[config.mk]
export PLATFORM = sky130hd
export DESIGN_NAME = stp_frame_collector_flat
export DESIGN_NICKNAME = d
export VERILOG_FILES = /design/src/rtl/stp_frame_collector_if.sv /design/src/rtl/stp_frame_collector.sv /design/src/flat_wrapper.sv
export SDC_FILE = /design/constraint.sdc
export NUM_CORES = 1
export LEC_CHECK = 0
export CAP_MARGIN = 10
export CORE_MARGIN = 3
export CORE_UTILIZATION = 49
export DETAILED_ROUTE_END_ITERATION = 16
export PLACE_DENSITY = 0.85
export SYNTH_ARGS = -nofsm -noshare
export SYNTH_HDL_FRONTEND = slang
export SYNTH_SLANG_ARGS = --single-unit
[constraint.sdc]
create_clock -name clk -period 2.55 [get_ports clk]
set_input_delay 0.6375 -clock clk [delete_from_list [all_inputs] [get_ports clk]]
set_output_delay 0.6375 -clock clk [all_outputs]
set_load 0.01 [all_outputs]
[src/rtl/stp_frame_collector_if.sv]
// Handshake/bus bundle for stp_frame_collector.
// master: the sample source / FFT core side; slave: the collector itself.
interface stp_frame_collector_if #(
    parameter int DATA_W = 16,
    parameter int NPTS   = 32,
    parameter int CNT_W  = $clog2(NPTS) + 1
);
    logic                   in_strobe;
    logic [DATA_W-1:0]      serial_in;
    logic                   frame_ack;
    logic                   flush;
    logic                   in_ready;
    logic                   frame_ready;
    logic [CNT_W-1:0]       sample_count;
    logic [NPTS*DATA_W-1:0] parallel_out;
    logic                   overrun;

    modport master (
        output in_strobe, serial_in, frame_ack, flush,
        input  in_ready, frame_ready, sample_count, parallel_out, overrun
    );

    modport slave (
        input  in_strobe, serial_in, frame_ack, flush,
        output in_ready, frame_ready, sample_count, parallel_out, overrun
    );
endinterface

[src/rtl/stp_frame_collector.sv]
// Serial-to-parallel frame collector: fills NPTS slots in arrival order
// (slot 0 = first sample), holds the full frame until frame_ack.
// Optional sticky overrun detection is enabled by defining STP_OVERRUN_DETECT_EN;
// without it the overrun output is tied low.
module stp_frame_collector #(
    parameter int DATA_W = 16,
    parameter int NPTS   = 32,
    parameter int CNT_W  = $clog2(NPTS) + 1
) (
    input logic                   clk,
    input logic                   n_rst,
    stp_frame_collector_if.slave  bus
);
    localparam int IDX_W = $clog2(NPTS);

    typedef enum logic {
        FILL = 1'b0,
        HOLD = 1'b1
    } state_t;

    state_t            state_q;
    logic [CNT_W-1:0]  count_q;
    logic              frame_ready_q;
    logic              in_ready_q;
    logic [DATA_W-1:0] slot_q [NPTS];
    logic [IDX_W-1:0]  wr_idx;

    // Count never reaches NPTS while filling, so the low bits address the slot.
    assign wr_idx = count_q[IDX_W-1:0];

    // Frame FSM with registered status outputs and slot storage.
    always_ff @(posedge clk or negedge n_rst) begin
        if (!n_rst) begin
            state_q       <= FILL;
            count_q       <= '0;
            frame_ready_q <= 1'b0;
            in_ready_q    <= 1'b1;
            for (int unsigned i = 0; i < NPTS; i++) begin
                slot_q[i] <= '0;
            end
        end else if (bus.flush) begin
            state_q       <= FILL;
            count_q       <= '0;
            frame_ready_q <= 1'b0;
            in_ready_q    <= 1'b1;
        end else begin
            case (state_q)
                FILL: begin
                    if (bus.in_strobe) begin
                        slot_q[wr_idx] <= bus.serial_in;
                        count_q        <= count_q + 1'b1;
                        if (wr_idx == IDX_W'(NPTS - 1)) begin
                            state_q       <= HOLD;
                            frame_ready_q <= 1'b1;
                            in_ready_q    <= 1'b0;
                        end
                    end
                end
                HOLD: begin
                    if (bus.frame_ack) begin
                        state_q       <= FILL;
                        count_q       <= '0;
                        frame_ready_q <= 1'b0;
                        in_ready_q    <= 1'b1;
                    end
                end
                default: begin
                    state_q <= FILL;
                end
            endcase
        end
    end

`ifdef STP_OVERRUN_DETECT_EN
    logic overrun_q;

    // Sticky flag: a strobe offered while the frame is held; cleared by flush.
    always_ff @(posedge clk or negedge n_rst) begin
        if (!n_rst) begin
            overrun_q <= 1'b0;
        end else if (bus.flush) begin
            overrun_q <= 1'b0;
        end else if (state_q == HOLD && bus.in_strobe) begin
            overrun_q <= 1'b1;
        end
    end

    assign bus.overrun = overrun_q;
`else
    assign bus.overrun = 1'b0;
`endif

    // Flatten slot storage onto the parallel bus, slot k at [k*DATA_W +: DATA_W].
    always_comb begin
        bus.parallel_out = '0;
        for (int unsigned k = 0; k < NPTS; k++) begin
            bus.parallel_out[k*DATA_W +: DATA_W] = slot_q[k];
        end
    end

    assign bus.sample_count = count_q;
    assign bus.frame_ready  = frame_ready_q;
    assign bus.in_ready     = in_ready_q;
endmodule

[src/flat_wrapper.sv]
// flat-port wrapper written by rule: the top's interface ports become plain ports
module stp_frame_collector_flat 
#(
    parameter int DATA_W = 16,
    parameter int NPTS   = 32,
    parameter int CNT_W  = $clog2(NPTS) + 1
)
  (clk, n_rst, bus_in_strobe, bus_serial_in, bus_frame_ack, bus_flush, bus_in_ready, bus_frame_ready, bus_sample_count, bus_parallel_out, bus_overrun);
  stp_frame_collector_if #(.DATA_W(DATA_W), .NPTS(NPTS), .CNT_W(CNT_W)) bus_i ();
  input logic clk;
  input logic n_rst;
  input wire logic [$bits(bus_i.in_strobe)-1:0] bus_in_strobe;
  input wire logic [$bits(bus_i.serial_in)-1:0] bus_serial_in;
  input wire logic [$bits(bus_i.frame_ack)-1:0] bus_frame_ack;
  input wire logic [$bits(bus_i.flush)-1:0] bus_flush;
  output wire logic [$bits(bus_i.in_ready)-1:0] bus_in_ready;
  output wire logic [$bits(bus_i.frame_ready)-1:0] bus_frame_ready;
  output wire logic [$bits(bus_i.sample_count)-1:0] bus_sample_count;
  output wire logic [$bits(bus_i.parallel_out)-1:0] bus_parallel_out;
  output wire logic [$bits(bus_i.overrun)-1:0] bus_overrun;
  assign bus_i.in_strobe = bus_in_strobe;
  assign bus_i.serial_in = bus_serial_in;
  assign bus_i.frame_ack = bus_frame_ack;
  assign bus_i.flush = bus_flush;
  assign bus_in_ready = bus_i.in_ready;
  assign bus_frame_ready = bus_i.frame_ready;
  assign bus_sample_count = bus_i.sample_count;
  assign bus_parallel_out = bus_i.parallel_out;
  assign bus_overrun = bus_i.overrun;
  stp_frame_collector #(.DATA_W(DATA_W), .NPTS(NPTS), .CNT_W(CNT_W)) u_core (.clk(clk), .n_rst(n_rst), .bus(bus_i));
endmodule
**After elaboration in Yosys (flattened, before gate mapping)**

Cells that the tools add are included.

- Register bits: 521
- Bits of input ports: 21
- Output and inout port bits: 521
- Word-level logic and storage cells: 72

- Add/sub/neg operators: 1
- $lt $le $gt $ge: 2
- Equal/unequal tests: 4
- Multiplexer cells: 22
- Bitwise gates (word level): 3
- Reductions and logical operators: 4

Operator list:

| cell | number |
|---|---|
| 512-bit bitwise mux | 1 |
| 16-bit demux with 5-bit select | 1 |
| 6-bit two-way mux | 3 |
| 16-bit two-way mux | 1 |
| 1-bit two-way mux | 12 |
| 6-bit case mux with 2 select lines | 1 |
| 6-bit by 1-bit adder with 6-bit output (second input constant) | 1 |
| 6-bit >= comparator (second input constant) | 1 |
| 6-bit by 1-bit less-than comparator with 1-bit output (second input constant) | 1 |
| 3-bit != test (second input constant) | 2 |
| 5-bit NOT with 6-bit output | 1 |
| 1-bit case mux with 2 select lines | 3 |
| 3-bit AND reduction | 2 |
| 5-bit equality test (second input constant) | 1 |
| 3-bit by 2-bit != test with 1-bit output (second input constant) | 1 |
| 1-bit NOT | 2 |
| 2-bit AND reduction | 1 |
| 1-bit logical AND | 1 |

**Logic depth before layout (Yosys ltp)**

Gate-level depths: netlist (run 1).

- Word-level depth: 6
- Mapped depth: 7
- Gate-level depth less buffers: 5

**Worst setup path after synthesis (run 1)**

Ideal clock, no wire load.

- Kind: reg-to-reg
- Start point: register u_core.count_q[0], in the netlist u_core.bus.sample_count[0]
- End point: register u_core.slot_q (netlist bit u_core.bus.parallel_out[357])
- Setup time: 0.125 ns
- Arrival time: 1.789 ns
- Data required time: 2.425 ns
- Path slack: 0.636 ns
- Cell stages (with the launch flop): 8
- Path buffers: 2
- Clock period less this slack: 1.914 ns
- Path through: dfrtp_1 inv_1 ha_1 nand4bb_1 clkbuf_1 nor2_2 buf_4 mux2_2

- Cells in the longest elaborated chain, start to end: 6
- Elaborated cells between the ends (all ways): 7
- Those cells by class: 2 x order compare; 3 x mux; 1 x bitwise; 1 x reduce/logical

Ends and longest elaborated chain:

| item | line | source |
|---|---|---|
| start: declaration | stp_frame_collector.sv:22 | `logic [CNT_W-1:0] count_q;` |
| start signal: assignment | stp_frame_collector.sv:51 | `count_q <= count_q + 1'b1;` |
| 5-bit NOT with 6-bit output (implied by the code) (*) | stp_frame_collector.sv:50 | `slot_q[wr_idx] <= bus.serial_in;` |
| 6-bit >= comparator (implied by the code) / 6-bit by 1-bit less-than comparator with 1-bit output (equally long branches) | stp_frame_collector.sv:50 |  |
| 1-bit logical AND (implied by the code) | stp_frame_collector.sv:50 |  |
| 16-bit two-way mux (implied by the code) | stp_frame_collector.sv:50 |  |
| 16-bit demux with 5-bit select (*) | stp_frame_collector.sv:50 |  |
| 512-bit bitwise mux (*) | stp_frame_collector.sv:50 |  |
| end signal: indexed assignment | stp_frame_collector.sv:50 |  |
| end: declaration | stp_frame_collector.sv:25 | `logic [DATA_W-1:0] slot_q [NPTS];` |

Every way passes the cells marked *; elsewhere a longest branch is shown, timed or not.
A chain may end at the register's enable or synchronous reset.

**Final worst setup path (run 1)**

- Start point: register u_core.count_q[3], in the netlist u_core.bus.sample_count[3]
- End point: output port bus_sample_count[3]

RTL lines:

| item | line | source |
|---|---|---|
| end: declaration | flat_wrapper.sv:18 | `output wire logic [$bits(bus_i.sample_count)-1:0] bus_sample_count;` |

No word-level cell between the ends.

==> metrics.yaml, run 1 <==
fin_ws_ns: 0.0939
cts_sinks: 521
critical_path_class: "flip-flop to output pin"
vias: 12900
worstPathCellList: "clkdlybuf4s50_1"
syn_to_final_growth_pct: 38.9
clk_pin_slew_worst_paths_ns: 0.06
dp_worst_setup_slack_ns: -0.0927
synth_area_leader_cell: "dfrtp_1"
drtPass1Iterations: 5
routedWlPerCell_um: 26.9
drive_gt1_share_pct: 38.1
core_um2: 41100
maxCapViolations: 0
design_area_um2: 28500
grt.busiest_layer: "met2"
syn_area_per_cell_um2: 16.9
dieArea_um2: 44400
maxSlewViolCount: 0
critPathSlowestCell: "clkdlybuf4s50_1"
synthTopCellsByArea: "dfrtp_1 63%, mux2_2 23%, mux2_4 6.6%"
end_kind: "output pin"
ys_types: 36
grt_pass1_vias: 13800
syn_area_um2: 20500
syn_nets: 1242
tritoncts: "done"
post_dp_cell_area_um2: 26800
nFillCells: 2635
ys_ff_latch: 521
grt_pass1_wl_um: 92900
worstMarginPinSlew_ns: 0.555
p_clk_share_pct: 42.9
grt_usage_pct: 28.0
rows: 74
fin_crit_sh_pct: 96.3
critPathLaunchType: "flip-flop"
critPathTopFamily: "buffers and inverters"
synth_cells: 1216
ys_warn_count: 0
peakVddDrop_uv: 576
cts_buffers: 52
fmax_mhz: 407
use_met2_pct: 46.0
initial_utilization_pct: 50.0
async_reset_ff_share_pct: 100
hp-class: "flip-flop to flip-flop"
power_frac_comb_pct: 8.8
dieHeight_um: 211
synth_top_area_share_pct: 63.4
cts_root_buffer: "clkbuf_16"
p_int_uw: 13900
cts_buffer_depth: 3
leakage_uw: 0.0138
ant_nets: 0
drc_errors: 0
max_stage_delay_ns: 0.65
synth_edf_count: 0
place.gp.congestion: 0.822
cts_setup_buffers: 0
synth_ff_type: "dfrtp_1"
hold_viol: 0
crit_fanout: 12
clk-insertion-delay-late_ns: 0.59
status: "finished clean"
finalClockSkew_ns: 0.0207
p_sw_uw: 4160
ioPinCount: 542
p_seq_share_pct: 48.3
worst-path-buf-inv: 1
period_needed_ns: 2.46
hpwlAfterDp_um: 43300
overflow: 0
critPathRequiredTime_ns: 1.91
power_density_nw_per_um2: 633
vias_per_cell: 5.50
arrival_ns: 1.82
ctsHtreeMaxLevel: 2
rsz0062_at_grt: "false"
grt_max_degree: 81
setup-violations-final: 0
yosysSeqAreaShare_pct: 63.5
max-slew-margin-rel_pct: 63.0
numPortBuffers: 540
final_util_pct: 69.4
num-nets-final: 1803
first_iter_violations: 915
die_width_um: 211
grt_util_met1_pct: 34.0
switching_share_pct: 23.0
antenna_found_initial: 0
gr-usage-met3_pct: 8.04
wirelength_um: 63300
## area by class of cell
class	count	area, um2	area share, %
sequential	521	13000	45.7
multi-input combinational	597	6870	24.1
timing repair buffer	602	6210	21.8
clock buffer	82	1540	5.41
tap	532	666	2.33
clock inverter	13	191	0.671
inverter	3	11.3	0.0395
antenna	1	2.50	0.00877
## cell usage in the layout (no fill, tap or decap), types with 3 or more instances in the layout
| cell type | n |
|---|---|
| nand2_1 | 5 |
| mux2_1 | 8 |
| buf_12 | 27 |
| nor3b_4 | 3 |
| mux2_4 | 90 |
| clkinv_2 | 4 |
| ha_1 | 5 |
| inv_1 | 3 |
| nand2b_1 | 3 |
| dfrtp_2 | 3 |
| clkbuf_16 | 52 |
| clkdlybuf4s50_1 | 538 |
| nand2_4 | 16 |
| bufinv_16 | 4 |
| mux2_2 | 414 |
| buf_4 | 34 |
| nor2_2 | 9 |
| clkbuf_1 | 17 |
| dfrtp_1 | 517 |
| and4bb_2 | 3 |
| clkbuf_8 | 13 |
| nand3b_2 | 3 |
| nand3_1 | 3 |
| nand4bb_1 | 4 |
| a21oi_1 | 7 |
| nor2_4 | 7 |
## metal layers
layer | vias up | wire (um)
li1 | 5375 | -
met1 | 6820 | 24100
met2 | 550 | 30900
met3 | 179 | 4750
met4 | 0 | 3620
met5 | - | 0
## metrics by stage
stage / hold WS [ns] / instances / total power, uW / TNS [ns]
after CTS: 0.504 / 2350 / 18200 / 0
after global routing: 0.512 / 2350 / 18600 / 0
after detailed placement: 0.487 / 2254 / 10500 / -2.53
after floorplan: 0.342 / 1216 / 9380 / 0
final: 0.502 / 2351 / 18100 / 0
after global placement: 0.487 / 2254 / 10400 / -0.189
## registers in the layout, summed over array words and instances (netlist names)
signal                   cells
u_core.bus.parallel_out    512
u_core.bus.sample_count      6
u_core.bus.frame_ready       1
u_core.bus.in_ready          1
u_core.state_q               1
## kinds of logic (layout without fill, tap and decap cells)
kind of cell               Yosys count  after routing  synth area share (%)
other                                1              2                0.0183
and+or+nand+nor                     68             68                  3.09
AOI/OAI and AO/OA                   10             10                 0.256
DFF                                521            521                  63.5
buffers and inverters               98            700                  3.08
adders and majority gates            5              5                 0.305
muxes                              512            512                  29.7
xor gates and xnor gates             1              1                0.0427
## cells in the mapped netlist, types with 4 or more instances
cell,instances
dfrtp_1,520
mux2_2,414
mux2_4,90
clkbuf_1,52
buf_6,27
nand2_4,16
buf_4,13
nor2_2,9
mux2_1,8
a21oi_1,7
nor2_4,7
ha_1,5
nand2_1,5
nand4bb_1,4
## power by group through the flow
stage | Clock (uW) | Combinational (uW) | Sequential, uW
floorplan | 0 | 398 | 8980
detailed placement | 0 | 1600 | 8880
global route | 8180 | 1690 | 8760
finish | 7750 | 1590 | 8740
global placement | 0 | 1560 | 8860
CTS | 7840 | 1620 | 8740
## timing repair
item	CTS	global route
gates resized for setup	3	0
setup endpoints to repair	3	0
hold endpoints to repair	1	0
hold buffers	1	0
## worst paths after layout
path / cells after the start / endpoint / slack [ns] / startpoint
setup / recovery: 1 / bus_sample_count[3] / 0.09 / u_core.bus.sample_count[3]$_DFFE_PN0P_
hold / removal: 1 / u_core.bus.parallel_out[25]$_DFFE_PN0P_ / 0.50 / u_core.bus.parallel_out[25]$_DFFE_PN0P_
setup reg to reg: 5 / u_core.bus.parallel_out[46]$_DFFE_PN0P_ / 0.47 / u_core.bus.sample_count[0]$_DFFE_PN0P_
hold reg to reg: 1 / u_core.bus.parallel_out[25]$_DFFE_PN0P_ / 0.50 / u_core.bus.parallel_out[25]$_DFFE_PN0P_
max in group asynchronous: 3 / u_core.bus.parallel_out[3]$_DFFE_PN0P_ / 1.13 / n_rst
min in group asynchronous: 2 / u_core.bus.parallel_out[379]$_DFFE_PN0P_ / 0.60 / n_rst
(Power assumes the default switching activity.)
==> run 2, diff against run 1 <==
--- a/config.mk
+++ b/config.mk
@@ -9,7 +9,8 @@
 export CORE_MARGIN = 3
 export CORE_UTILIZATION = 49
 export DETAILED_ROUTE_END_ITERATION = 16
-export PLACE_DENSITY = 0.85
+export GPL_ROUTABILITY_DRIVEN = 0
+export PLACE_DENSITY = 0.81
 export SYNTH_ARGS = -nofsm -noshare
 export SYNTH_HDL_FRONTEND = slang
 export SYNTH_SLANG_ARGS = --single-unit
==> run 2 against run 1 <==
Compared with the run above:
- critical path depth unchanged
- clock skew up 0.0085 ns
- cell count up 0.55%
- hold slack worse by 0.011 ns
- via count down 1.1%
- die area unchanged
- register-to-register slack about the same
- power down 0.30%
- largest power group unchanged
==> metrics.yaml, run 2 (synthesized netlist as in run 1, its figures left out) <==
max_stage_delay_ns: 0.65  # about the same
drc_errors: 0  # unchanged
initial_utilization_pct: 50.0  # unchanged
multiInputGateArea_um2: 6870  # unchanged
clk-insertion-delay-late_ns: 0.60  # was 0.59 ns
ctsHtreeMaxLevel: 2  # unchanged
maxSlewViolCount: 0  # unchanged
grt_max_degree: 59  # was 81
worst-path-buf-inv: 1  # unchanged
cts_setup_buffers: 0  # unchanged
cts_buffer_depth: 3  # unchanged
hold_ws_ns: 0.491  # was 0.502 ns
antenna_found_initial: 0  # unchanged
worstPathCellList: "clkdlybuf4s50_1"  # unchanged
hold_viol: 0  # unchanged
worstMarginPinSlew_ns: 0.739  # was 0.555 ns
tritoncts: "done"  # unchanged
cts_root_buffer: "clkbuf_16"  # unchanged
die_width_um: 211  # unchanged
drive_gt1_share_pct: 38.9  # was 38.1%
hp-class: "flip-flop to flip-flop"  # unchanged
ant_nets: 0  # unchanged
grt_pass1_vias: 13600  # was 13800
rows: 74  # unchanged
drtPass1Iterations: 4  # was 5
setup-violations-final: 0  # unchanged
worstRegToRegCells: 5  # unchanged
leakage_uw: 0.0139  # was 0.0138 uW
syn_to_final_growth_pct: 39.2  # was 38.9%
final_common_cell: "clkdlybuf4s50_1"  # unchanged
post_dp_cell_area_um2: 26900  # was 26800 um2
num-nets-final: 1816  # was 1803
peakVddDrop_uv: 526  # was 576 uV
numPortBuffers: 540  # unchanged
dieArea_um2: 44400  # unchanged
dp.cells: 2267  # was 2254
final-seq-area_um2: 13000  # about the same
clk_pin_slew_worst_paths_ns: 0.07  # was 0.06 ns
critPathRequiredTime_ns: 1.91  # about the same
grt_usage_pct: 28.1  # was 28.0%
vias_per_cell: 5.41  # was 5.50
critPathSlowestCell: "clkdlybuf4s50_1"  # unchanged
finalClockSkew_ns: 0.0292  # was 0.0207 ns
critPathTopFamily: "buffers and inverters"  # unchanged
dp_worst_setup_slack_ns: -0.0617  # was -0.0927 ns
design_area_um2: 28600  # was 28500 um2
maxCapViolations: 0  # unchanged
core_um2: 41100  # unchanged
largest_reg_flops: 512  # unchanged
rr_startpoint: "u_core.bus.sample_count[0]$_DFFE_PN0P_"  # unchanged
max-slew-margin-rel_pct: 50.6  # was 63.0%
overflow: 0  # unchanged
end_kind: "output pin"  # unchanged
reg2reg_slack_ns: 0.47  # about the same
dieHeight_um: 211  # unchanged
fin_crit_sh_pct: 96.9  # was 96.3%
path_depth: 1  # unchanged
period_needed_ns: 2.47  # was 2.46 ns
power_density_nw_per_um2: 630  # was 633 nW/um2
vias: 12800  # was 12900
status: "finished clean"  # unchanged
fin_ws_ns: 0.0780  # was 0.0939 ns
crit_fanout: 11  # was 12
diodes: 0  # was 1
grt_pass1_wl_um: 93000  # was 92900 um
rsz0062_at_grt: "false"  # unchanged
critical_path_class: "flip-flop to output pin"  # unchanged
hpwlAfterDp_um: 43400  # was 43300 um
critPathLaunchType: "flip-flop"  # unchanged
critPathLaunch: "u_core.bus.sample_count[2]$_DFFE_PN0P_"  # was u_core.bus.sample_count[3]$_DFFE_PN0P_
fmax_mhz: 405  # was 407 MHz
ioPinCount: 542  # unchanged
first_iter_violations: 879  # was 915
final_cell_mix: "538 x clkdlybuf4s50_1, 517 x dfrtp_1, 414 x mux2_2"  # unchanged
arrival_ns: 1.83  # was 1.82 ns
nFillCells: 2692  # was 2635
instances_no_fill: 2364  # was 2351
cts_sinks: 521  # unchanged
cts_buffers: 52  # unchanged
routedWlPerCell_um: 26.7  # was 26.9 um
final_util_pct: 69.6  # was 69.4%
wirelength_um: 63000  # was 63300 um
rr_endpoint: "u_core.bus.parallel_out[110]$_DFFE_PN0P_"  # was u_core.bus.parallel_out[46]$_DFFE_PN0P_
crit_end: "bus_sample_count[2]"  # was bus_sample_count[3]
-- run 2: per-layer routing --
layer / vias to the layer above / track usage (%) / wire length (um)
met1: 6776 / 35.3 / 25000
met2: 487 / 46.7 / 31000
li1: 5388 / - / -
met4: 0 / 10.4 / 2430
met3: 130 / 7.95 / 4630
met5: - / 0 / 0
-- run 2: worst register-to-register path, cell delays in order (launching register included) --
cell and delay, ns:
dfrtp_1 0.44, inv_1 0.13, ha_1 0.18, and4bb_1 0.47, nand2_4 0.34, mux2_4 0.42
-- run 2: timing repair --
item | in CTS | in global routing
endpoints found under the setup margin | 3 | 1
hold buffers | 1 | 0
pin swaps | 0 | 0
gates resized for setup | 3 | 1
endpoints found under the hold margin | 39 | 0
-- run 2: worst min path at each step --
stage,start,endpoint,cells past startpoint
finish,u_core.bus.parallel_out[37]$_DFFE_PN0P_,u_core.bus.parallel_out[37]$_DFFE_PN0P_,1
CTS,u_core.bus.parallel_out[37]$_DFFE_PN0P_,u_core.bus.parallel_out[37]$_DFFE_PN0P_,1
global placement,u_core.bus.parallel_out[37]$_DFFE_PN0P_,u_core.bus.parallel_out[37]$_DFFE_PN0P_,1
global route,u_core.bus.parallel_out[163]$_DFFE_PN0P_,u_core.bus.parallel_out[163]$_DFFE_PN0P_,1
floorplan,n_rst,u_core.bus.frame_ready$_DFFE_PN0P_,0
detailed placement,u_core.bus.parallel_out[37]$_DFFE_PN0P_,u_core.bus.parallel_out[37]$_DFFE_PN0P_,1
-- run 2: per-stage QoR --
step           setup TNS (ns)  total power, uW
3_3_place_gp           -0.155            10500
6_report                    0            18000
5_1_grt                     0            18600
4_1_cts                     0            18100
3_5_place_dp            -1.55            10500
2_1_floorplan               0             9380
-- run 2: area by class of cell --
class,count,share of cell area [%]
clock buffers,80,5.59
clock inverters,16,0.429
inverters,3,0.0394
multi-input cells,597,24.0
flip-flops and latches,521,45.6
well taps,532,2.33
repair buffers,615,22.0
-- run 2: power breakdown --
group          internal (uW)  switching (uW)  leakage [uW]  total, uW
clock network           4410            3230      0.000858       7650
registers               8560             195       0.00717       8750
logic                    807             814       0.00587       1620
total                  13800            4240        0.0139      18000
